[config.mk]
export PLATFORM = sky130hd
export DESIGN_NAME = id_stage_pipelined
export DESIGN_NICKNAME = d
export VERILOG_FILES = /design/src/rtl/id_stage_pipelined.sv
export SDC_FILE = /design/constraint.sdc
export NUM_CORES = 2
export LEC_CHECK = 0
export CAP_MARGIN = 0
export CORE_ASPECT_RATIO = 1.5
export CORE_MARGIN = 8
export CORE_UTILIZATION = 40
export DETAILED_ROUTE_END_ITERATION = 10
export DONT_BUFFER_PORTS = 1
export GPL_TIMING_DRIVEN = 0
export PLACE_DENSITY = 0.58
export SYNTH_ARGS = -nofsm -noshare
export SYNTH_HDL_FRONTEND = slang
export SYNTH_SLANG_ARGS = --single-unit
export TNS_END_PERCENT = 10
[constraint.sdc]
create_clock -name clk -period 5.9 [get_ports clk]
set_input_delay 0.59 -clock clk [delete_from_list [all_inputs] [get_ports clk]]
set_output_delay 0.59 -clock clk [all_outputs]
set_load 0.02 [all_outputs]
[src/rtl/id_stage_pipelined.sv]
// Instruction decode stage for a five-stage MIPS/DLX pipeline.
// Decodes the instruction, reads the register bank (write-through), resolves
// BEQ/BNE/J in ID with EX/MEM forwarding, detects load-use and branch-operand
// hazards, and registers the decoded bundle into the ID/EX register.
//
// Flow control with fetch and execute:
//   stall  : ID cannot hand its instruction on this cycle; PC and IF/ID hold,
//            and a bubble is loaded into ID/EX on the next edge.
//   hold   : execute cannot accept; ID/EX keeps its contents. Hazard and
//            branch logic keep evaluating, but no redirect is issued.
//   branch_sel/if_flush : redirect fetch to jump_address and squash IF/ID.
//            Only raised when ID is actually advancing (no stall, no hold).
module id_stage_pipelined #(
  parameter int DATA_W     = 32,
  parameter int PC_W       = 10,
  parameter int REG_ADDR_W = 5
) (
  input  logic                  clk,
  input  logic                  reset,
  input  logic [31:0]           instruc,
  input  logic [PC_W-1:0]       current_PC,
  input  logic                  hold,
  input  logic                  wb_reg_write,
  input  logic [REG_ADDR_W-1:0] rw,
  input  logic [DATA_W-1:0]     busw,
  input  logic                  mem_reg_write,
  input  logic                  mem_mem_read,
  input  logic [REG_ADDR_W-1:0] mem_rw,
  input  logic [DATA_W-1:0]     mem_alu_result,
  output logic                  stall,
  output logic                  if_flush,
  output logic                  branch_sel,
  output logic [PC_W-1:0]       jump_address,
  output logic [3:0]            EX_control,
  output logic [1:0]            M_control,
  output logic [1:0]            WB_control,
  output logic [DATA_W-1:0]     bus_a,
  output logic [DATA_W-1:0]     bus_b,
  output logic [DATA_W-1:0]     immed_ext,
  output logic [REG_ADDR_W-1:0] ex_rs,
  output logic [REG_ADDR_W-1:0] ex_rt,
  output logic [REG_ADDR_W-1:0] ex_rd,
  output logic                  illegal_op
);

  localparam int NUM_REGS = 2 ** REG_ADDR_W;

  localparam logic [5:0] OP_RTYPE = 6'b000000;
  localparam logic [5:0] OP_LW    = 6'b100011;
  localparam logic [5:0] OP_SW    = 6'b101011;
  localparam logic [5:0] OP_ADDI  = 6'b001000;
  localparam logic [5:0] OP_BEQ   = 6'b000100;
  localparam logic [5:0] OP_BNE   = 6'b000101;
  localparam logic [5:0] OP_J     = 6'b000010;

  // ---------------------------------------------------------------------
  // Instruction fields
  // ---------------------------------------------------------------------
  logic [5:0]            w_opcode;
  logic [REG_ADDR_W-1:0] w_rs;
  logic [REG_ADDR_W-1:0] w_rt;
  logic [REG_ADDR_W-1:0] w_rd;
  logic [15:0]           w_imm;
  logic [DATA_W-1:0]     w_imm_ext;

  assign w_opcode  = instruc[31:26];
  assign w_rs      = instruc[21 +: REG_ADDR_W];
  assign w_rt      = instruc[16 +: REG_ADDR_W];
  assign w_rd      = instruc[11 +: REG_ADDR_W];
  assign w_imm     = instruc[15:0];
  assign w_imm_ext = {{(DATA_W-16){w_imm[15]}}, w_imm};

  // ---------------------------------------------------------------------
  // Main decoder
  // ---------------------------------------------------------------------
  logic [3:0] w_ex_ctrl;   // {reg_dst, alu_src, alu_op[1:0]}
  logic [1:0] w_m_ctrl;    // {mem_read, mem_write}
  logic [1:0] w_wb_ctrl;   // {reg_write, mem_to_reg}
  logic       w_illegal;
  logic       w_is_beq;
  logic       w_is_bne;
  logic       w_is_j;
  logic       w_uses_rt;

  // Opcode to control bundle; unknown opcodes become a flagged NOP.
  always_comb begin
    w_ex_ctrl = 4'b0000;
    w_m_ctrl  = 2'b00;
    w_wb_ctrl = 2'b00;
    w_illegal = 1'b0;
    w_is_beq  = 1'b0;
    w_is_bne  = 1'b0;
    w_is_j    = 1'b0;
    w_uses_rt = 1'b0;
    case (w_opcode)
      OP_RTYPE: begin
        w_ex_ctrl = 4'b1010;
        w_wb_ctrl = 2'b10;
        w_uses_rt = 1'b1;
      end
      OP_LW: begin
        w_ex_ctrl = 4'b0100;
        w_m_ctrl  = 2'b10;
        w_wb_ctrl = 2'b11;
      end
      OP_SW: begin
        w_ex_ctrl = 4'b0100;
        w_m_ctrl  = 2'b01;
        w_uses_rt = 1'b1;
      end
      OP_ADDI: begin
        w_ex_ctrl = 4'b0100;
        w_wb_ctrl = 2'b10;
      end
      OP_BEQ: begin
        w_is_beq  = 1'b1;
        w_uses_rt = 1'b1;
      end
      OP_BNE: begin
        w_is_bne  = 1'b1;
        w_uses_rt = 1'b1;
      end
      OP_J: begin
        w_is_j = 1'b1;
      end
      default: begin
        w_illegal = 1'b1;
      end
    endcase
  end

  // ---------------------------------------------------------------------
  // Register bank
  // ---------------------------------------------------------------------
  logic [DATA_W-1:0] r_bank [NUM_REGS];
  logic [DATA_W-1:0] w_reg_a;
  logic [DATA_W-1:0] w_reg_b;

  // Write-back port; register 0 is never written so it stays hardwired to 0.
  always_ff @(posedge clk) begin
    if (reset) begin
      for (int i = 0; i < NUM_REGS; i++) begin
        r_bank[i] <= '0;
      end
    end else if (wb_reg_write && (rw != '0)) begin
      r_bank[rw] <= busw;
    end
  end

  // Read port A with write-through so a same-cycle write-back is visible.
  always_comb begin
    w_reg_a = r_bank[w_rs];
    if (w_rs == '0) begin
      w_reg_a = '0;
    end else if (wb_reg_write && (rw == w_rs)) begin
      w_reg_a = busw;
    end
  end

  // Read port B with write-through so a same-cycle write-back is visible.
  always_comb begin
    w_reg_b = r_bank[w_rt];
    if (w_rt == '0) begin
      w_reg_b = '0;
    end else if (wb_reg_write && (rw == w_rt)) begin
      w_reg_b = busw;
    end
  end

  // ---------------------------------------------------------------------
  // ID/EX register state
  // ---------------------------------------------------------------------
  logic [3:0]            r_ex_control;
  logic [1:0]            r_m_control;
  logic [1:0]            r_wb_control;
  logic [DATA_W-1:0]     r_bus_a;
  logic [DATA_W-1:0]     r_bus_b;
  logic [DATA_W-1:0]     r_immed_ext;
  logic [REG_ADDR_W-1:0] r_ex_rs;
  logic [REG_ADDR_W-1:0] r_ex_rt;
  logic [REG_ADDR_W-1:0] r_ex_rd;
  logic                  r_illegal_op;

  // ---------------------------------------------------------------------
  // Hazard detection
  // ---------------------------------------------------------------------
  logic                  w_is_branch;
  logic [REG_ADDR_W-1:0] w_ex_dest;
  logic                  w_load_use;
  logic                  w_br_haz_rs;
  logic                  w_br_haz_rt;
  logic                  w_branch_hazard;
  logic                  w_stall;

  assign w_is_branch = w_is_beq | w_is_bne;

  // Destination of the instruction now sitting in ID/EX (rd for R-type).
  assign w_ex_dest = r_ex_control[3] ? r_ex_rd : r_ex_rt;

  // Load in ID/EX whose target is consumed by the instruction in ID.
  assign w_load_use = r_m_control[1] && (r_ex_rt != '0) &&
                      ((r_ex_rt == w_rs) || (w_uses_rt && (r_ex_rt == w_rt)));

  // A branch source is not yet available: still in EX, or a load in MEM.
  assign w_br_haz_rs = (w_rs != '0) &&
                       ((r_wb_control[1] && (w_ex_dest == w_rs)) ||
                        (mem_reg_write && mem_mem_read && (mem_rw == w_rs)));
  assign w_br_haz_rt = (w_rt != '0) &&
                       ((r_wb_control[1] && (w_ex_dest == w_rt)) ||
                        (mem_reg_write && mem_mem_read && (mem_rw == w_rt)));
  assign w_branch_hazard = w_is_branch && (w_br_haz_rs || w_br_haz_rt);

  assign w_stall = w_load_use | w_branch_hazard;

  // ---------------------------------------------------------------------
  // Branch resolution with EX/MEM ALU forwarding
  // ---------------------------------------------------------------------
  logic [DATA_W-1:0] w_br_a;
  logic [DATA_W-1:0] w_br_b;
  logic              w_taken;
  logic [PC_W-1:0]   w_branch_target;

  // Forward the EX/MEM ALU result to the comparator; register 0 is never
  // forwarded because its architectural value is always 0.
  always_comb begin
    w_br_a = w_reg_a;
    w_br_b = w_reg_b;
    if (mem_reg_write && !mem_mem_read && (mem_rw != '0) && (mem_rw == w_rs)) begin
      w_br_a = mem_alu_result;
    end
    if (mem_reg_write && !mem_mem_read && (mem_rw != '0) && (mem_rw == w_rt)) begin
      w_br_b = mem_alu_result;
    end
  end

  // PC-relative target wraps modulo 2^PC_W.
  assign w_branch_target = current_PC + instruc[PC_W-1:0];

  assign w_taken = w_is_j ||
                   (w_is_beq && (w_br_a == w_br_b)) ||
                   (w_is_bne && (w_br_a != w_br_b));

  assign jump_address = w_is_j ? instruc[PC_W-1:0] : w_branch_target;
  assign branch_sel   = w_taken & ~w_stall & ~hold;
  assign if_flush     = branch_sel;
  assign stall        = w_stall;

  // ---------------------------------------------------------------------
  // ID/EX pipeline register
  // ---------------------------------------------------------------------

  // Priority: reset bubble, hold keeps, stall inserts bubble, else advance.
  always_ff @(posedge clk) begin
    if (reset) begin
      r_ex_control <= '0;
      r_m_control  <= '0;
      r_wb_control <= '0;
      r_bus_a      <= '0;
      r_bus_b      <= '0;
      r_immed_ext  <= '0;
      r_ex_rs      <= '0;
      r_ex_rt      <= '0;
      r_ex_rd      <= '0;
      r_illegal_op <= 1'b0;
    end else if (hold) begin
      r_ex_control <= r_ex_control;
      r_m_control  <= r_m_control;
      r_wb_control <= r_wb_control;
      r_bus_a      <= r_bus_a;
      r_bus_b      <= r_bus_b;
      r_immed_ext  <= r_immed_ext;
      r_ex_rs      <= r_ex_rs;
      r_ex_rt      <= r_ex_rt;
      r_ex_rd      <= r_ex_rd;
      r_illegal_op <= r_illegal_op;
    end else if (w_stall) begin
      r_ex_control <= '0;
      r_m_control  <= '0;
      r_wb_control <= '0;
      r_bus_a      <= '0;
      r_bus_b      <= '0;
      r_immed_ext  <= '0;
      r_ex_rs      <= '0;
      r_ex_rt      <= '0;
      r_ex_rd      <= '0;
      r_illegal_op <= 1'b0;
    end else begin
      r_ex_control <= w_ex_ctrl;
      r_m_control  <= w_m_ctrl;
      r_wb_control <= w_wb_ctrl;
      r_bus_a      <= w_reg_a;
      r_bus_b      <= w_reg_b;
      r_immed_ext  <= w_imm_ext;
      r_ex_rs      <= w_rs;
      r_ex_rt      <= w_rt;
      r_ex_rd      <= w_rd;
      r_illegal_op <= w_illegal;
    end
  end

  assign EX_control = r_ex_control;
  assign M_control  = r_m_control;
  assign WB_control = r_wb_control;
  assign bus_a      = r_bus_a;
  assign bus_b      = r_bus_b;
  assign immed_ext  = r_immed_ext;
  assign ex_rs      = r_ex_rs;
  assign ex_rt      = r_ex_rt;
  assign ex_rd      = r_ex_rd;
  assign illegal_op = r_illegal_op;

endmodule

Yosys cells after proc, flatten, opt, wreduce, memory -nomap -nowiden
Memories as Yosys holds them, arrays and structs flattened. Index checks and enable logic that the tools add are counted.

Memories: 1. Memory bits (writable): 1024. Bits of input ports: 122. Register bits after elaboration: 120. Logic and storage cells: 108. Output and inout port bits: 133.

Memory list: r_bank (depth 32, width 32, rd ports 2, clocked after memory_dff 0, write ports 32, RTL line 135) `logic [DATA_W-1:0] r_bank [NUM_REGS];`.

Bitwise operators: 6. Eq/ne operators: 16. Add/subtract/negate cells: 1. Reduce and logical (&&, ||, !) cells: 40. Muxes and demuxes: 34.

Operators by type and width (count): $mux 32 (10); $eq 5x5->1 (8); $eq 32x32->1 (1); $ne 32x32->1 (1); $reduce_or 32->1 (1); $mux 5 (5); $reduce_bool 5->1 (5); $logic_and 1x1->1 (20); $eq 6x3->1 const B (2); $eq 6x6->1 const B (2); $mux 1 (12); $add 10x10->10 (1); $logic_not 5->1 (2); $mux 10 (1); $pmux 2 s2 (2); $pmux 4 s2 (1); $reduce_or 7->1 (1); $eq 6x2->1 const B (1); $eq 6x4->1 const B (1); $logic_not 6->1 (1); $logic_or 1x1->1 (6); $mux 2 (2); $mux 4 (1); $reduce_or 4->1 (1); other kinds (6) (9).

Depth between registers and ports, before layout
Depth in word-level cells: 11. Gate-level depth with buffers: 21. Gate-level depth less buffers: 13.

Least setup slack after synthesis
Ideal clock, no wire load.

Kind: input-to-output. Start: input instruc[21]. End: output if_flush. Path buffers: 4. Arrival: 4.141 ns. Stages on the path: 16. Setup slack: 1.169 ns. Path through: buf_6 > buf_12 > buf_2 > mux4_2 > mux4_2 > nand2_1 > a31o_2 > nor2_1 > o22a_1 > o22ai_1 > a211oi_1 > nor4_1 > nand4_1 > or4_1 > o211ai_1 > buf_4.

Cells in the longest elaborated chain, start to end: 11.

RTL lines: start: declaration (RTL line 20) `input logic [31:0] instruc,`; branches (longest 9 deep; another with $mem_v2 32x32); $and 1x1->1 (*) (2 in a row) (RTL line 244) `assign branch_sel = w_taken & ~w_stall & ~hold;`; end: declaration (RTL line 31) `output logic if_flush,`.

Every way passes the cells marked *.

Worst setup path in the final report
Start: input instruc[24]. End: output if_flush.

The elaborated chain is that of the path after synthesis.

==> summary.txt <==
Run status
  – Status: finished, violations left
  – Violated checks: negative hold slack, max-capacitance violations, max-slew violations, negative setup slack

Final layout
  – Fraction of layout cells with a size suffix above 1: 22.8%
  – Syn-to-layout area delta: 16.7%
  – Net count reported at finish: about 5000

Timing
  – Post-Route Skew: about 39 ps
  – Fin crit period: 6130 ps
  – Hold Vio Cnt, Final: 7
  – Final Slew Violations: 60
  – Final Setup Violations: 1
  – Fin worst setup slack: -235 ps
  – Final period util: 104%
  – Max transition margin: -11.2%
  – Worst Tran Pin Value: 1660 ps
  – Final hold slack: -15.4 ps
  – Max Clock Freq: 163 MHz

Placed design
  – GP Congestion: 1.06
  – Post-detail-place hpwl: approximately 260000 um
  – Pre-CTS WS: -2080 ps
  – IO buf count: 0

Power and ir drop
  – Pwr dens: 288 nW/um2
  – Sw frac: ~30%
  – Register share of total power: 44.7%
  – Internal power: 14.8 mW
  – Sw power: between 6 and 7 mW
  – Clock power frac: between 30% and 40%
  – Lkg Pwr: 25.6 nW
  – Max IR drop VDD: 0.000323 V
  – Power, Total: 21.1 mW
  – Combinational power share: 18.2%

Yosys
  – Adder-cell share of the synthesized area: 0.211%
  – Netlist Area Pre-Place: 62800 um2
  – Syn Area/Cell: 13.4 um2
  – Most used flip-flop cell after synthesis: edfxtp_1
  – Combinational family with the most area after synthesis: multiplexers
  – Yosys cell types: 95
  – Compound-Gate Fraction of Synth Area: between 7 and 8%
  – Synth Area in XOR/XNOR: 1.07%
  – Async SR Flop Fraction: 0%
  – Most common library cells after synthesis: edfxtp_1, and2_1, mux4_2
  – Top cells by area, synth: edfxtp_1, mux4_2, and2_1
  – Synth top area share: 48.9%
  – Synth Instances: 4673
  – Synth Register Bits: 1121
  – Most common cell in the synthesized netlist: edfxtp_1
  – Number of synthesized flops with an enable pin: about 1000
  – Synth warn: 0
  – Yosys top cell by area: edfxtp_1
  – Synth Area in Simple Gates: 14.5%
  – Seq/Total Area, Yosys: 52.0%
  – Multiplexer share of the synthesized area: 19.6%

Worst setup path
  – Critical path launch point type: primary input
  – Required @ worst endpoint: 5310 ps
  – WP data arrival: 5540 ps
  – Worst R2R End: bus_b[17]$_SDFFE_PP0N_
  – Setup slack, reg-to-reg: around 1500 ps
  – Crit Path Class: primary input to primary output
  – Setup crit start: instruc[24]
  – Worst r2r src: EX_control[1]$_SDFFE_PP0N_
  – Depth of the most critical reg-to-reg path: 13
  – Critical path destination: if_flush
  – Maximum fanout along the worst path: 10
  – CP Capture Type: primary output

Clock tree
  – Clock buffer depth: 3
  – Clk sinks: 1121
  – Root Buffer: clkbuf_16
  – TritonCTS clock tree: built
  – Worst-Skew Late Latency: 800 ps
  – # H-tree levels: 3
  – Total CTS buffers: 110
  – Reg clk slew, reported paths: about 70 ps

Die
  – Ports: 255
  – Num rows: 178
  – Die area: 170000 um2
  – Die X: 340 um
  – Die height: 501 um
  – Initial Utilization: 40.2%
  – Core box area: ~160000 um2

Routing
  – Initial drt markers: 9963
  – Wirelength per Cell: 52.0 um
  – DRC violation count after routing: 0
  – Antenna Nets Post-Route: 0
  – Via density: 7.25
  – Vias: 52178
  – Drt pass-1 iters: 8
  – Routed Wire Length: 374000 um

Flow run
  – Max_cap viols: 6

GRT
  – Pin count of the biggest net entering global routing: 29
  – Congestion Overflow GR: 0
  – Vias in the first global route: 48756
  – GRT Overall Usage: between 40 and 50%
  – Initial antenna violation count: 35
  – First-pass GRT wire length: 478000 um

Hold path
  – Hold Path Class: primary input to flop
-- metrics by stage --
step / util, % / instance area (um2) / std cells / TNS [ps]
6_report: 46.9 / 73300 / 7194 / -235
5_1_grt: 46.8 / 73200 / 7155 / -106
4_1_cts: 46.1 / 72100 / 7089 / 0
3_5_place_dp: 42.9 / 67100 / 6841 / -8020
3_3_place_gp: 41.9 / 65500 / 6775 / -26590
2_1_floorplan: - / 62900 / 4705 / 0
-- power by group through the flow --
stage | Sequential, mW | Clock (mW) | Combinational (mW)
2_1_floorplan | 9.47 | 0 | 1.84
3_3_place_gp | 9.57 | 0 | 3.25
3_5_place_dp | 9.58 | 0 | 3.36
4_1_cts | 9.41 | 7.71 | 3.50
5_1_grt | 9.46 | 7.99 | 3.76
6_report | 9.43 | 7.83 | 3.84
-- cell type report --
cell class / count / area (um2)
fillers: 13825 / 83100
flip-flops and latches: 1121 / 32700
multi-input cells: 3063 / 27700
plain buffers: 494 / 4020
clock buffers: 146 / 3130
well taps: 2070 / 2590
repair buffers: 172 / 2280
clock inverters: 63 / 716
diodes: 42 / 105
inverters: 23 / 97.6
-- worst max-delay path: stages --
cell	delay [ps]
clkbuf_2	490
xnor2_1	180
nand4_1	140
buf_4	160
buf_4	250
nor2_4	40
buf_4	200
buf_4	200
buf_4	200
o31ai_2	1090
nor2_1	170
xnor2_1	190
nor2_1	90
o41a_1	140
and3_1	150
nand4bb_1	160
or4_1	500
o211ai_1	300
buf_4	250
-- cell families (layout without fill, tap and decap cells) --
logic type      Yosys count  in the layout
compound gates          646            646
xor+xnor                 77             77
mux                     675            675
buf+inv                 521            898
fa+ha+maj                10             10
other cells               1             75
simple gates           1622           1622
flops                  1121           1121
-- cell usage in the layout, fill, tap and decap left out, drive strengths merged, types with 10 or more instances in the layout --
cell,count
xnor2,44
nor3b,29
nand4,12
nor2b,16
o22ai,80
clkinv,37
a22oi,86
nor4,17
and2,852
a221oi,44
o22a,11
a221o,18
edfxtp,1024
a21oi,159
xor2,33
diode,42
bufinv,14
nor2,235
mux2i,219
buf,367
nand3,29
mux4,421
nand2,95
o211ai,32
a22o,30
o21ai,62
conb,33
nand2b,15
o31a,11
and3,10
nor3,240
o221ai,14
mux2,35
or2,39
dfxtp,97
inv,27
clkbuf,438
a211oi,27
-- registers in the layout, summed over array words and instances (netlist names), 2 cells and up --
signal	cells
EX_control	2
M_control	2
WB_control	2
bus_a	32
bus_b	32
ex_rs	5
ex_rt	5
immed_ext	16
r_bank	1024
-- what timing repair did --
action	CTS	global route
pin swaps	15	18
cloned	0	0
hold endpoints to repair	4	0
gates resized for setup	208	121
endpoints found under the setup margin	2	2
hold buffers	4	0
buffers inserted	37	63
-- metal layers --
metal,share of wire [%],up-vias,global-route usage (%)
met4,14,12,43.8
met5,0.019,-,0
met2,42,5564,63.3
li1,-,18638,-
met1,30,25911,43.4
met3,14,2053,18.9
-- worst min-delay path by stage --
stage	depth (start not counted)	end	start	slack, ps
after global routing	1	r_bank[5][18]$_SDFFCE_PN0P_	busw[18]	6
after CTS	1	r_bank[5][18]$_SDFFCE_PN0P_	busw[18]	0.2
after detailed placement	2	bus_b[23]$_SDFFE_PP0N_	bus_b[23]$_SDFFE_PP0N_	580
after floorplan	2	bus_b[17]$_SDFFE_PP0N_	bus_b[17]$_SDFFE_PP0N_	540
after global placement	2	bus_b[23]$_SDFFE_PP0N_	bus_b[23]$_SDFFE_PP0N_	580
final	1	r_bank[5][26]$_SDFFCE_PN0P_	busw[26]	-20
Power figures use the tool's default switching activity.
